$ cat src/rtl/found_mon_pkg.sv
// found_mon_pkg: shared FSM state encodings and the saturating-increment
// helper used by the found-pulse burst monitor.
package found_mon_pkg;

  // Report channel states; encodings are fixed so the state can be probed on a bus.
  typedef enum logic [1:0] {
    ST_IDLE    = 2'd0,
    ST_REPORT  = 2'd1,
    ST_HOLDOFF = 2'd2
  } state_e;

  // Increment that sticks at maxVal; callers zero-extend narrower counters.
  function automatic logic [31:0] sat_inc(input logic [31:0] val, input logic [31:0] maxVal);
    return (val >= maxVal) ? val : val + 32'd1;
  endfunction

endpackage

$ cat src/rtl/found_leaky_bucket.sv
// found_leaky_bucket: leaky-bucket accumulator fed by the found strobe.
// Each hit adds HIT_WEIGHT (saturating), each idle cycle leaks one unit.
// event_o flags a burst from the bucket level before this cycle's update.
module found_leaky_bucket #(
  parameter int BUCKET_W     = 8,
  parameter int HIT_WEIGHT   = 4,
  parameter int BURST_THRESH = 6
) (
  input  logic                clk_i,
  input  logic                rst_i,
  input  logic                clr_i,
  input  logic                found_i,
  output logic [BUCKET_W-1:0] bucket_o,
  output logic                event_o
);

  localparam logic [BUCKET_W:0] BUCKET_MAX = {1'b0, {BUCKET_W{1'b1}}};
  localparam logic [BUCKET_W:0] WEIGHT     = (BUCKET_W+1)'(HIT_WEIGHT);

  logic [BUCKET_W-1:0] bucket_q, bucket_d;
  logic [BUCKET_W:0]   sum;

  // Next bucket level: fill on a hit (clamped), leak on idle, never below zero.
  always_comb begin
    sum      = {1'b0, bucket_q} + WEIGHT;
    bucket_d = bucket_q;
    if (clr_i) begin
      bucket_d = '0;
    end else if (found_i) begin
      bucket_d = (sum > BUCKET_MAX) ? BUCKET_MAX[BUCKET_W-1:0] : sum[BUCKET_W-1:0];
    end else if (bucket_q != '0) begin
      bucket_d = bucket_q - BUCKET_W'(1);
    end
  end

  // Bucket level register.
  always_ff @(posedge clk_i or posedge rst_i) begin
    if (rst_i) bucket_q <= '0;
    else       bucket_q <= bucket_d;
  end

  assign bucket_o = bucket_q;
  assign event_o  = found_i && (int'(bucket_q) >= BURST_THRESH);

endmodule

$ cat src/rtl/found_burst_monitor.sv
// found_burst_monitor: counts detector hits, flags bursts via a leaky bucket
// and offers a hit-count snapshot to the host on a valid/ready channel with a
// post-accept holdoff. Define FOUND_BURST_CLR_EN to add the synchronous clr_i.
module found_burst_monitor
  import found_mon_pkg::*;
#(
  parameter int CNT_W        = 16,
  parameter int BUCKET_W     = 8,
  parameter int HIT_WEIGHT   = 4,
  parameter int BURST_THRESH = 6,
  parameter int HOLDOFF_CYC  = 8
) (
  input  logic                clk_i,
  input  logic                rst_i,
`ifdef FOUND_BURST_CLR_EN
  input  logic                clr_i,
`endif
  input  logic                found_i,
  output logic [CNT_W-1:0]    hit_cnt_o,
  output logic [BUCKET_W-1:0] bucket_o,
  output logic                burst_o,
  output logic                report_valid_o,
  input  logic                report_ready_i,
  output logic [CNT_W-1:0]    report_data_o,
  output logic [CNT_W-1:0]    drop_cnt_o
);

  localparam logic [31:0]       CNT_MAX   = 32'({CNT_W{1'b1}});
  localparam int                HOLD_W    = (HOLDOFF_CYC > 1) ? $clog2(HOLDOFF_CYC) : 1;
  localparam logic [HOLD_W-1:0] HOLD_LOAD = HOLD_W'((HOLDOFF_CYC > 0) ? HOLDOFF_CYC - 1 : 0);

  logic                clr;
  logic                burstEvt;
  logic                dropEvt;
  state_e              state_q, state_d;
  logic [HOLD_W-1:0]   hold_q, hold_d;
  logic [CNT_W-1:0]    hit_q, hit_d;
  logic [CNT_W-1:0]    drop_q, drop_d;
  logic [CNT_W-1:0]    data_q, data_d;
  logic                burst_q, burst_d;

`ifdef FOUND_BURST_CLR_EN
  assign clr = clr_i;
`else
  assign clr = 1'b0;
`endif

  found_leaky_bucket #(
    .BUCKET_W     (BUCKET_W),
    .HIT_WEIGHT   (HIT_WEIGHT),
    .BURST_THRESH (BURST_THRESH)
  ) u_bucket (
    .clk_i    (clk_i),
    .rst_i    (rst_i),
    .clr_i    (clr),
    .found_i  (found_i),
    .bucket_o (bucket_o),
    .event_o  (burstEvt)
  );

  // A burst that arrives while a report is outstanding or in holdoff is lost.
  assign dropEvt = burstEvt && (state_q != ST_IDLE);

  // Saturating hit/drop counters and the registered burst pulse; clear wins over hits.
  always_comb begin
    hit_d   = hit_q;
    drop_d  = drop_q;
    burst_d = burstEvt;
    if (found_i) hit_d  = CNT_W'(sat_inc(32'(hit_q), CNT_MAX));
    if (dropEvt) drop_d = CNT_W'(sat_inc(32'(drop_q), CNT_MAX));
    if (clr) begin
      hit_d   = '0;
      drop_d  = '0;
      burst_d = 1'b0;
    end
  end

  // Report FSM next state: snapshot on an idle-time burst, hold until accepted,
  // then count down the holdoff before bursts are reported again.
  always_comb begin
    state_d = state_q;
    hold_d  = hold_q;
    data_d  = data_q;
    case (state_q)
      ST_IDLE: begin
        if (burstEvt) begin
          state_d = ST_REPORT;
          data_d  = hit_d;
        end
      end
      ST_REPORT: begin
        if (report_ready_i) begin
          if (HOLDOFF_CYC == 0) begin
            state_d = ST_IDLE;
          end else begin
            state_d = ST_HOLDOFF;
            hold_d  = HOLD_LOAD;
          end
        end
      end
      ST_HOLDOFF: begin
        if (hold_q == '0) state_d = ST_IDLE;
        else              hold_d  = hold_q - HOLD_W'(1);
      end
      default: state_d = ST_IDLE;
    endcase
    if (clr) begin
      state_d = ST_IDLE;
      hold_d  = '0;
      data_d  = '0;
    end
  end

  // State, counter and snapshot registers.
  always_ff @(posedge clk_i or posedge rst_i) begin
    if (rst_i) begin
      state_q <= ST_IDLE;
      hold_q  <= '0;
      hit_q   <= '0;
      drop_q  <= '0;
      data_q  <= '0;
      burst_q <= 1'b0;
    end else begin
      state_q <= state_d;
      hold_q  <= hold_d;
      hit_q   <= hit_d;
      drop_q  <= drop_d;
      data_q  <= data_d;
      burst_q <= burst_d;
    end
  end

  assign hit_cnt_o      = hit_q;
  assign burst_o        = burst_q;
  assign report_valid_o = (state_q == ST_REPORT);
  assign report_data_o  = data_q;
  assign drop_cnt_o     = drop_q;

endmodule
$ cat config.mk
export PLATFORM = sky130hd
export DESIGN_NAME = found_burst_monitor
export DESIGN_NICKNAME = d
export VERILOG_FILES = /design/src/rtl/found_mon_pkg.sv /design/src/rtl/found_leaky_bucket.sv /design/src/rtl/found_burst_monitor.sv
export SDC_FILE = /design/constraint.sdc
export NUM_CORES = 1
export LEC_CHECK = 0
export ABC_AREA = 1
export CELL_PAD_IN_SITES_DETAIL_PLACEMENT = 1
export CELL_PAD_IN_SITES_GLOBAL_PLACEMENT = 2
export CORE_ASPECT_RATIO = 1.1
export CORE_MARGIN = 3
export CORE_UTILIZATION = 30
export CTS_CLUSTER_SIZE = 10
export DETAILED_ROUTE_END_ITERATION = 10
export PLACE_DENSITY = 0.89
export RECOVER_POWER = 100
export SYNTH_ARGS = -nofsm -noshare
export SYNTH_HDL_FRONTEND = slang
export SYNTH_SLANG_ARGS = --single-unit
$ cat constraint.sdc
create_clock -name clk_i -period 2.55 [get_ports clk_i]
set_clock_uncertainty 0.15 [all_clocks]
set_input_delay 0.255 -clock clk_i [delete_from_list [all_inputs] [get_ports clk_i]]
set_output_delay 0.255 -clock clk_i [all_outputs]
set_load 0.05 [all_outputs]
# Yosys cells after proc, flatten, opt, wreduce, memory -nomap -nowiden

Cells that the tools add are included.

Add/subtract/negate cells: 5
Order comparisons: 4
Eq/ne operators: 6
Mux-type cells: 12
Bitwise operators: 1
Reduce and logical (&&, ||, !) cells: 12

Operators by type and width:

| cell                                                          | number |
|---|---|
| adder 16 x 1 -> 16 bit, second input constant                 | 2 |
| >= comparator 16 bit, second input constant                   | 2 |
| two-way mux 16 bit                                            | 2 |
| two-way mux 8 bit                                             | 3 |
| adder 8 x 3 -> 9 bit, second input constant                   | 1 |
| greater-than comparator 9 x 8 -> 1 bit, second input constant | 1 |
| >= comparator 8 x 3 -> 1 bit, second input constant           | 1 |
| nonzero test 8 bit                                            | 1 |
| subtractor 8 x 1 -> 8 bit, second input constant              | 1 |
| two-way mux 2 bit                                             | 3 |
| two-way mux 3 bit                                             | 2 |
| inequality test 2 bit, second input constant                  | 3 |
| one-hot mux 2 bit (3 select lines)                            | 1 |
| one-hot mux 3 bit (2 select lines)                            | 1 |
| AND reduction 3 bit                                           | 2 |
| nonzero test 2 bit                                            | 3 |
| AND reduction 2 bit                                           | 2 |
| logical NOT 3 bit                                             | 1 |
| subtractor 3 x 1 -> 3 bit, second input constant              | 1 |
| equality test 2 x 1 -> 1 bit, second input constant           | 1 |
| equality test 2 bit, second input constant                    | 1 |
| logical AND 1 bit                                             | 2 |
| logical NOT 2 bit                                             | 1 |
| inequality test 2 x 1 -> 1 bit, second input constant         | 1 |
| NOT 1 bit                                                     | 1 |

Register bits: 62
Bits of input ports: 4
Output and inout port bits: 58
Logic and storage cells: 47

# Logic depth before layout (Yosys ltp)

Gate-level depths: netlist of run 1.

Word-level depth: 4
Mapped depth: 11
Gate-level depth less buffers: 11

# Modules after synthesis

A second synthesis of run 1 with hierarchy kept.

Cell total of the unflattened synthesis: 489
Area total of the unflattened synthesis: 3,786.1 um^2

Modules (own cells, without submodules):

| module              | instances | cells an instance | area each (um^2) | seq. area each (um^2) |
|---|---|---|---|---|
| found_burst_monitor | 1         | 375               | 2,964.1          | 1,351.3 |
| found_leaky_bucket  | 1         | 114               | 822.0            | 200.2 |

# Least setup slack after synthesis of run 1

OpenSTA, ideal clock, no wires.

Path kind: register -> register
From: reg drop_q[0], in the netlist drop_cnt_o[0]
To: reg drop_q[4], in the netlist drop_cnt_o[4]
Data arrival time: 1.876 ns
Required time: 2.279 ns
Slack: 0.403 ns
Stages on the path, launching flop included: 11
Path buffers: 1
Clock period less this slack: 2.147 ns
Cells stage by stage: dfrtp_1 > ha_1 > nand3_1 > inv_1 > nand2_1 > nand3b_1 > nand3_4 > inv_4 > buf_6 > nand3b_1 > nand2_1

Longest elaborated chain between the ends: 3
Elaborated cells on any way between the ends: 4
Those cells by class: 1 x add/sub; 1 x order compare; 1 x bitwise; 1 x reduce/logical

Ends and longest elaborated chain:

| what                                 | RTL line                   | source |
|---|---|---|
| start, declared                      | found_burst_monitor.sv:38  | `logic [CNT_W-1:0] drop_q, drop_d;` |
| start signal, assigned               | found_burst_monitor.sv:127 | `drop_q <= drop_d;` |
| >= comparator 16 bit                 | found_mon_pkg.sv:14        | `return (val >= maxVal) ? val : val + 32'd1;` |
| NOT 1 bit (no source line)           | n/a                        |  |
| AND reduction 2 bit (no source line) | n/a                        |  |

Parallel ways exist; a longest one is shown, timed or not.
A chain may end at the register's enable or synchronous reset.

# Worst setup path in the final report of run 1

From: reg state_q[1]
To: out report_valid_o

Longest elaborated chain between the ends: 1

Ends and longest elaborated chain:

| what                         | RTL line                   | source |
|---|---|---|
| start, declared              | found_burst_monitor.sv:35  | `state_e state_q, state_d;` |
| start signal, assigned       | found_burst_monitor.sv:124 | `state_q <= state_d;` |
| equality test 2 x 1 -> 1 bit | found_burst_monitor.sv:135 | `assign report_valid_o = (state_q == ST_REPORT);` |
| end, declared                | found_burst_monitor.sv:22  | `output logic report_valid_o,` |

Every way passes these cells.

==> results of run 1 <==
==> through the flow <==
step	area (um2)	hold WS (ps)	setup WS, ps	utilization (%)	instances
floorplan	3527	213.3	403.4	-	460
global placement	4329	315.3	567.0	38.62	666
detailed placement	4329	325.6	494.5	38.62	666
CTS	4617	147.9	397.8	41.18	682
global route	4544	364.6	165.9	40.54	682
finish	4544	330.9	365.0	40.54	682
==> power by group through the flow <==
stage / registers [mW] / clock network (mW) / logic [mW]
after floorplan: 2.28 / 0 / 0.972
after CTS: 1.55 / 1.21 / 2.50
after global routing: 1.59 / 1.25 / 2.57
final: 1.54 / 1.16 / 2.34
after global placement: 1.56 / 0 / 2.43
after detailed placement: 1.57 / 0 / 2.49
==> area by class of cell <==
cell class	count	area, um2
Multi-Input combinational cell	335	1665
Clock buffer	13	270.3
Inverter	55	206.4
Sequential cell	62	1551
Tap cell	147	183.9
Clock inverter	3	17.52
Fill cell	1415	6666
Timing Repair Buffer	67	649.4
==> cell usage after synthesis (all sizes together) <==
library cell	instances	share of area (%)
nand2	158	17
dfrtp	62	44
inv	55	5.9
nor2	47	6.1
nand3	34	5.5
o21ai	30	4.7
xor2	14	3.5
ha	12	4.3
nor3	10	1.4
nand4	9	1.8
xnor2	8	2.0
buf	5	1.1
a21oi	4	0.57
clkbuf	3	0.32
nand3b	3	0.64
o21bai	2	0.43
a22oi	1	0.21
a31oi	1	0.18
o22ai	1	0.18
or2	1	0.18
==> per-layer routing <==
| layer | track usage, % | share of wire [%] | up-vias |
|---|---|---|---|
| li1 | - | - | 1593 |
| met1 | 21.19 | 47 | 1541 |
| met2 | 25.61 | 48 | 54 |
| met3 | 3.012 | 3.2 | 15 |
| met4 | 5.612 | 1.6 | 0 |
| met5 | 0 | 0 | - |
==> state kept, by name, indices dropped and copies added (netlist names) <==
signal and cells:
report_data_o 16, hit_cnt_o 16, drop_cnt_o 16, state_q 2, burst_o 1, hold_q 3
u_bucket.bucket_o 8
==> path summary, 6_finish.rpt <==
| kind | start | end | cells after the start |
|---|---|---|---|
| worst max-delay path | state_q[1]$_DFFE_PP0P_ | report_valid_o | 2 |
| worst min-delay path | report_data_o[12]$_DFFE_PP0P_ | report_data_o[12]$_DFFE_PP0P_ | 2 |
| worst max register to register | drop_cnt_o[0]$_DFFE_PP0P_ | drop_cnt_o[2]$_DFFE_PP0P_ | 10 |
| worst min register to register | report_data_o[12]$_DFFE_PP0P_ | report_data_o[12]$_DFFE_PP0P_ | 2 |
| max in group asynchronous | rst_i | drop_cnt_o[0]$_DFFE_PP0P_ | 3 |
| min in group asynchronous | rst_i | drop_cnt_o[12]$_DFFE_PP0P_ | 2 |
==> kinds of logic after synthesis <==
family | after synthesis
flip-flops | 62
AND/OR/NAND/NOR | 262
buffers and inverters | 63
AO/OA/AOI/OAI | 39
adder cells (fa/ha/maj) | 12
XOR/XNOR | 22
==> worst reg2reg max path, delay by kind of cell, from the launching register on <==
kind                       cells  cell delay (ps)
and+or+nand+nor                7              790
DFF                            1              420
buffers and inverters          2              390
adders and majority gates      1              270
==> metrics.txt, run 1 <==
portion of total power attributed to the clock network=between 20 and 25%; RSZ-0062 raised after global routing=no; warning count from the yosys run=0; overall fraction of global-route tracks in use=between 15 and 20%; cell at the root of the clock tree=clkbuf_16; fraction of layout instances using a drive strength above 1=6.355%; Period Utilization, post-route=about 86%; summed negative setup slack over all endpoints=0 ps; die area=roughly 13000 um2; First-pass DRT Iterations=4; class of the most critical setup path=flip-flop to output port; dominant combinational cell family by area after synthesis=simple AND/OR/NAND/NOR gates; Maximum Capacitance Violations=0; kind of cell with the highest combined delay on the critical path=buffers and inverters; Port Buf Inserts=61; final HPWL from detailed placement=7.522 mm; post-synth design cell area=between 3000 and 4000 um2; Worst slew margin=a little over two fifths; xor and xnor fraction of the mapped netlist area=approximately 5.5%; internal power of the cells=roughly 2.6 mW; Final Hold Fails=0; complex-gate fraction of the synthesized area=under 10%; fin crit period=approximately 2200 ps; quantity of hold-fixing buffers added after cts=0; clock tree from TritonCTS=done; number of global-route vias before repair=3455; Worst-Margin Slew=about 850 ps; Clock Pin Slew Worst Setup and Hold Paths=about 50 ps; largest net degree at the start of global routing=30; width of the die=around 110 um; Leakage Power=approximately 2.3 nW; adder and majority cell fraction of the synthesized area=roughly 4.3%; maximum fanout count along the critical path=3; detailed-route vias per instance=between 4 and 5; highest-count cells in the layout ignoring fill and taps=156 x nand2_1, 62 x dfrtp_1, 59 x dlygate4sd3_1; DRC errors left=0; clock sink total=between 60 and 70; Worst R2R Setup Slack=430 ps; Critical path buffers and inverters=1; number of design-rule violations left by the first detailed-router iteration=a little under 80; multiplexer share of the synthesized area=0%; flops & latches, synth=between 60 and 70; antenna violations before repair=0; cell with the biggest individual delay on the critical path=dlygate4sd3_1; most frequent standard cell in the layout excluding fill and tap cells=nand2_1; total setup buffers inserted after CTS=0; critical path capture point type=output port; num ports=62; Slew Viols, Final=0; switching power share of the total=between 40% and 50%; Synth cell types=32; PD cells=around 1100 nW/um2; average detailed-routed wire length per instance=roughly 14 um; Core Footprint=11210 um2; synthesis-to-layout area growth=28.84%; Inserted Clock Buffers=9; worst-skew pair later-pin latency=320 ps; starting utilization of the core area=approximately a third; switching power=about 2.4 mW; wire length of the first global-routing pass=16.60 mm; top achievable clock speed=between 0.4 and 0.5 GHz; number of nets with antenna violations after routing=0; data required time at the worst endpoint=around 2100 ps; power after layout=around 5.0 mW; maximum single-stage delay on the critical path=about 900 ps; net count after synthesis=around 480; CP Launch Type=flip-flop; Worst Path Arrival=roughly 1800 ps; total wire length after detailed routing=roughly 9.8 mm; Avg Synthesized Cell Area=about 7.7 um2; Max clock buf depth=2; share of synthesized cell area in and, or, nand and nor gates=between 30% and 40%; fin nets=~550; total via count after detailed routing=approximately 3.2k; cells along the critical path=nor2_1, dlygate4sd3_1; gp weighted congestion=between 0.8 and 0.9; row cnt=40; path class of the lowest-slack min-delay path=flip-flop to flip-flop; final setup violation count=0; die height=~120 um; sequential area share after synthesis=a little over two fifths; H-Tree Depth=3; Gate power share=between 40 and 50%; part of the total power dissipated in sequential elements=30.5%; status=finished, final reports clean; total inserted antenna cells=0; number of instances in the synthesized netlist=460; gr ovfl total=0; peak ir drop on the vdd network=between 0.4 and 0.5 mV; post-cts resize count=0
Power figures use the tool's default switching activity.
==> inputs of run 2 (changes only) <==
CTS_CLUSTER_DIAMETER = 200   (was default)
==> results of run 2 <==
The final DEF is identical to that of run 1; final timing and power are the same.
==> inputs of run 3 (changes only) <==
CORE_MARGIN = default   (was 3)
CTS_CLUSTER_DIAMETER = default   (was 200)
==> run 3 against run 2 <==
Net effect: the flow now finishes with violations (capacitance limit, slew limit); register-to-register slack lost 110 ps; largest cell class unchanged; sequential power is essentially flat; worst setup slack lost 43 ps; clock-buffer cell count shrank 3; non-clock buffer count is the same; worst hold slack lost 2.5 ps; critical endpoint is now report_data_o[3]$_DFFE_PP0P_; wire length grew 1.8%; cell count grew 0.29%; maximum frequency shrank 2.0%.
==> metrics.txt, run 3 (synthesized netlist as in run 1, its figures left out) <==
fraction of layout instances using a drive strength above 1=7.678% (was 6.355%); critical path capture point type=flip-flop (was output port); Fin Hold WS=328.4 ps (was 330.9 ps); path class of the lowest-slack min-delay path=flip-flop to flip-flop (unchanged); total inserted antenna cells=0 (unchanged); Core Footprint=11440 um2 (was 11210 um2); top achievable clock speed=0.4487 GHz (was 0.4577 GHz); number of global-route vias before repair=3388 (was 3455); First-pass DRT Iterations=4 (unchanged); gr ovfl total=0 (unchanged); clock sink total=62 (unchanged); PD cells=1117 nW/um2 (was 1110 nW/um2); hold path startpoint=report_data_o[13]$_DFFE_PP0P_ (was report_data_o[12]$_DFFE_PP0P_); final HPWL from detailed placement=7.538 mm (was 7.522 mm); starting utilization of the core area=30.83% (was 31.46%); total setup buffers inserted after CTS=0 (unchanged); total wire length after detailed routing=9.941 mm (was 9.768 mm); Worst R2R Setup Slack=320 ps (was 430 ps); data required time at the worst endpoint=2670 ps (was 2140 ps); critical register-to-register path startpoint=hit_cnt_o[1]$_DFF_PP0_ (was drop_cnt_o[0]$_DFFE_PP0P_); Maximum Capacitance Violations=1 (was 0); width of the die=105.4 um (was 109.4 um); overall fraction of global-route tracks in use=17.38% (was 15.91%); Worst Hold Endpoint=report_data_o[13]$_DFFE_PP0P_ (was report_data_o[12]$_DFFE_PP0P_); DRC errors left=0 (unchanged); Leakage Power=2.324 nW (was 2.304 nW); H-Tree Depth=3 (unchanged); Slew Viols, Final=63 (was 0); Port Buf Inserts=61 (unchanged); Hold Crit Depth=2 (unchanged); synthesis-to-layout area growth=29.87% (was 28.84%); number of design-rule violations left by the first detailed-router iteration=136 (was 79); final setup violation count=0 (unchanged); GR met1 Demand/Resource=20.54% (was 21.19%); number of cells on the worst reg-to-reg path=9 (was 10); Period Utilization, post-route=87.39% (was 85.69%); number of fill cells=1422 (was 1415); post-cts resize count=0 (unchanged); Placed Instances=669 (was 666); largest net degree at the start of global routing=63 (was 30); clock tree from TritonCTS=done (unchanged); Worst Path Arrival=2350 ps (was 1780 ps); die area=12200 um2 (was 13100 um2); violated checks=capacitance limit, slew limit; pre-CTS setup slack=464.9 ps (was 494.5 ps); summed negative setup slack over all endpoints=0 ps (unchanged); cell at the root of the clock tree=clkbuf_16 (unchanged); num ports=62 (unchanged); RSZ-0062 raised after global routing=no (unchanged); status=finished, violations left (was finished, final reports clean); most frequent standard cell in the layout excluding fill and tap cells=nand2_1 (unchanged); detailed-route vias per instance=4.760 (was 4.696); final worst slack=321.5 ps (was 365.0 ps); global routing usage on met2=31.27% (was 25.61%); maximum fanout count along the critical path=7 (was 3); endpoint of the most critical register-to-register path=report_data_o[3]$_DFFE_PP0P_ (was drop_cnt_o[2]$_DFFE_PP0P_); worst-skew pair later-pin latency=330 ps (was 320 ps); average detailed-routed wire length per instance=14.53 um (was 14.32 um); quantity of hold-fixing buffers added after cts=0 (unchanged); die height=115.7 um (was 119.7 um); Max clock buf depth=2 (unchanged); wire length of the first global-routing pass=16.54 mm (was 16.60 mm); Inserted Clock Buffers=9 (unchanged); Worst slew margin=-7.211% (was 43.53%); CP Launch Type=flip-flop (unchanged); Finished Layout Cells=684 (was 682); Util after Layout=40.04% (was 40.54%); gp weighted congestion=0.8015 (was 0.8233); number of nets with antenna violations after routing=0 (unchanged); Worst-Margin Slew=1608 ps (was 846.2 ps); Clock Pin Slew Worst Setup and Hold Paths=50 ps (about the same); row cnt=41 (was 40); highest-count cells in the layout ignoring fill and taps=154 x nand2_1, 62 x dfrtp_1, 58 x dlygate4sd3_1 (was 156 x nand2_1, 62 x dfrtp_1, 59 x dlygate4sd3_1); fin crit period=2228 ps (was 2185 ps); total via count after detailed routing=3256 (was 3203); fraction of met3 tracks used by global routing=3.431% (was 3.012%); peak ir drop on the vdd network=0.6056 mV (was 0.4454 mV); most utilized layer in the global route result=met2 (unchanged); fin nets=546 (unchanged); class of the most critical setup path=flip-flop to flip-flop (was flip-flop to output port); antenna violations before repair=0 (unchanged); Final Hold Fails=0 (unchanged)
## run 3: cell count changes in the layout (fill, tap and decap cells not counted), sizes merged
cell and delta:
buf +1, bufinv +1, clkbuf -4, clkdlybuf4s50 +1, clkinv +3, clkinvlp -1, dlygate4sd3 -1, inv -1
## run 3: power by group
group / internal [mW] / switching [mW] / total [mW]
registers: 1.25 / 0.311 / 1.56
logic: 0.670 / 1.69 / 2.36
clock network: 0.769 / 0.430 / 1.20
## run 3: area by class of cell
class / instances / area [um2] / area share [%]
inverter: 55 / 209.0 / 4.562
multi-input combinational: 335 / 1690 / 36.90
sequential: 62 / 1551 / 33.87
timing repair buffer: 67 / 653.1 / 14.26
tap: 150 / 187.7 / 4.097
clock inverter: 5 / 50.05 / 1.093
clock buffer: 10 / 239.0 / 5.217
## run 3: layer usage
layer / vias up / routed length, um
li1: 1588 / -
met1: 1616 / 4395
met2: 41 / 5128
met3: 11 / 279
met4: 0 / 138
met5: - / 0
## run 3: how the worst max path moves through the flow
stage / startpoint / end / slack [ps] / cells past startpoint
3_5_place_dp: u_bucket.bucket_o[2]$_DFFE_PP0P_ / u_bucket.bucket_o[3]$_DFFE_PP0P_ / 460 / 10
5_1_grt: hit_cnt_o[1]$_DFF_PP0_ / report_data_o[1]$_DFFE_PP0P_ / 170 / 8
6_report: hit_cnt_o[1]$_DFF_PP0_ / report_data_o[3]$_DFFE_PP0P_ / 320 / 9
3_3_place_gp: u_bucket.bucket_o[2]$_DFFE_PP0P_ / u_bucket.bucket_o[3]$_DFFE_PP0P_ / 540 / 10
4_1_cts: hit_cnt_o[2]$_DFF_PP0_ / hit_cnt_o[2] / 410 / 1
2_1_floorplan: drop_cnt_o[0]$_DFFE_PP0P_ / drop_cnt_o[4]$_DFFE_PP0P_ / 400 / 10
## run 3: metrics by stage
step	total power, mW	area [um2]
after global placement	4.003	4333
after detailed placement	4.076	4333
after CTS	5.312	4622
after floorplan	3.255	3527
after global routing	5.438	4581
final	5.115	4581
## run 3: critical path, cell delays in order (launching register included)
cell	delay, ps
dfrtp_1	420
ha_1	270
nand2_2	60
nor2_1	430
nand2_2	160
nor2_4	230
o21ai_0	110
o21ai_0	140
nand2_1	110
nand2_1	80
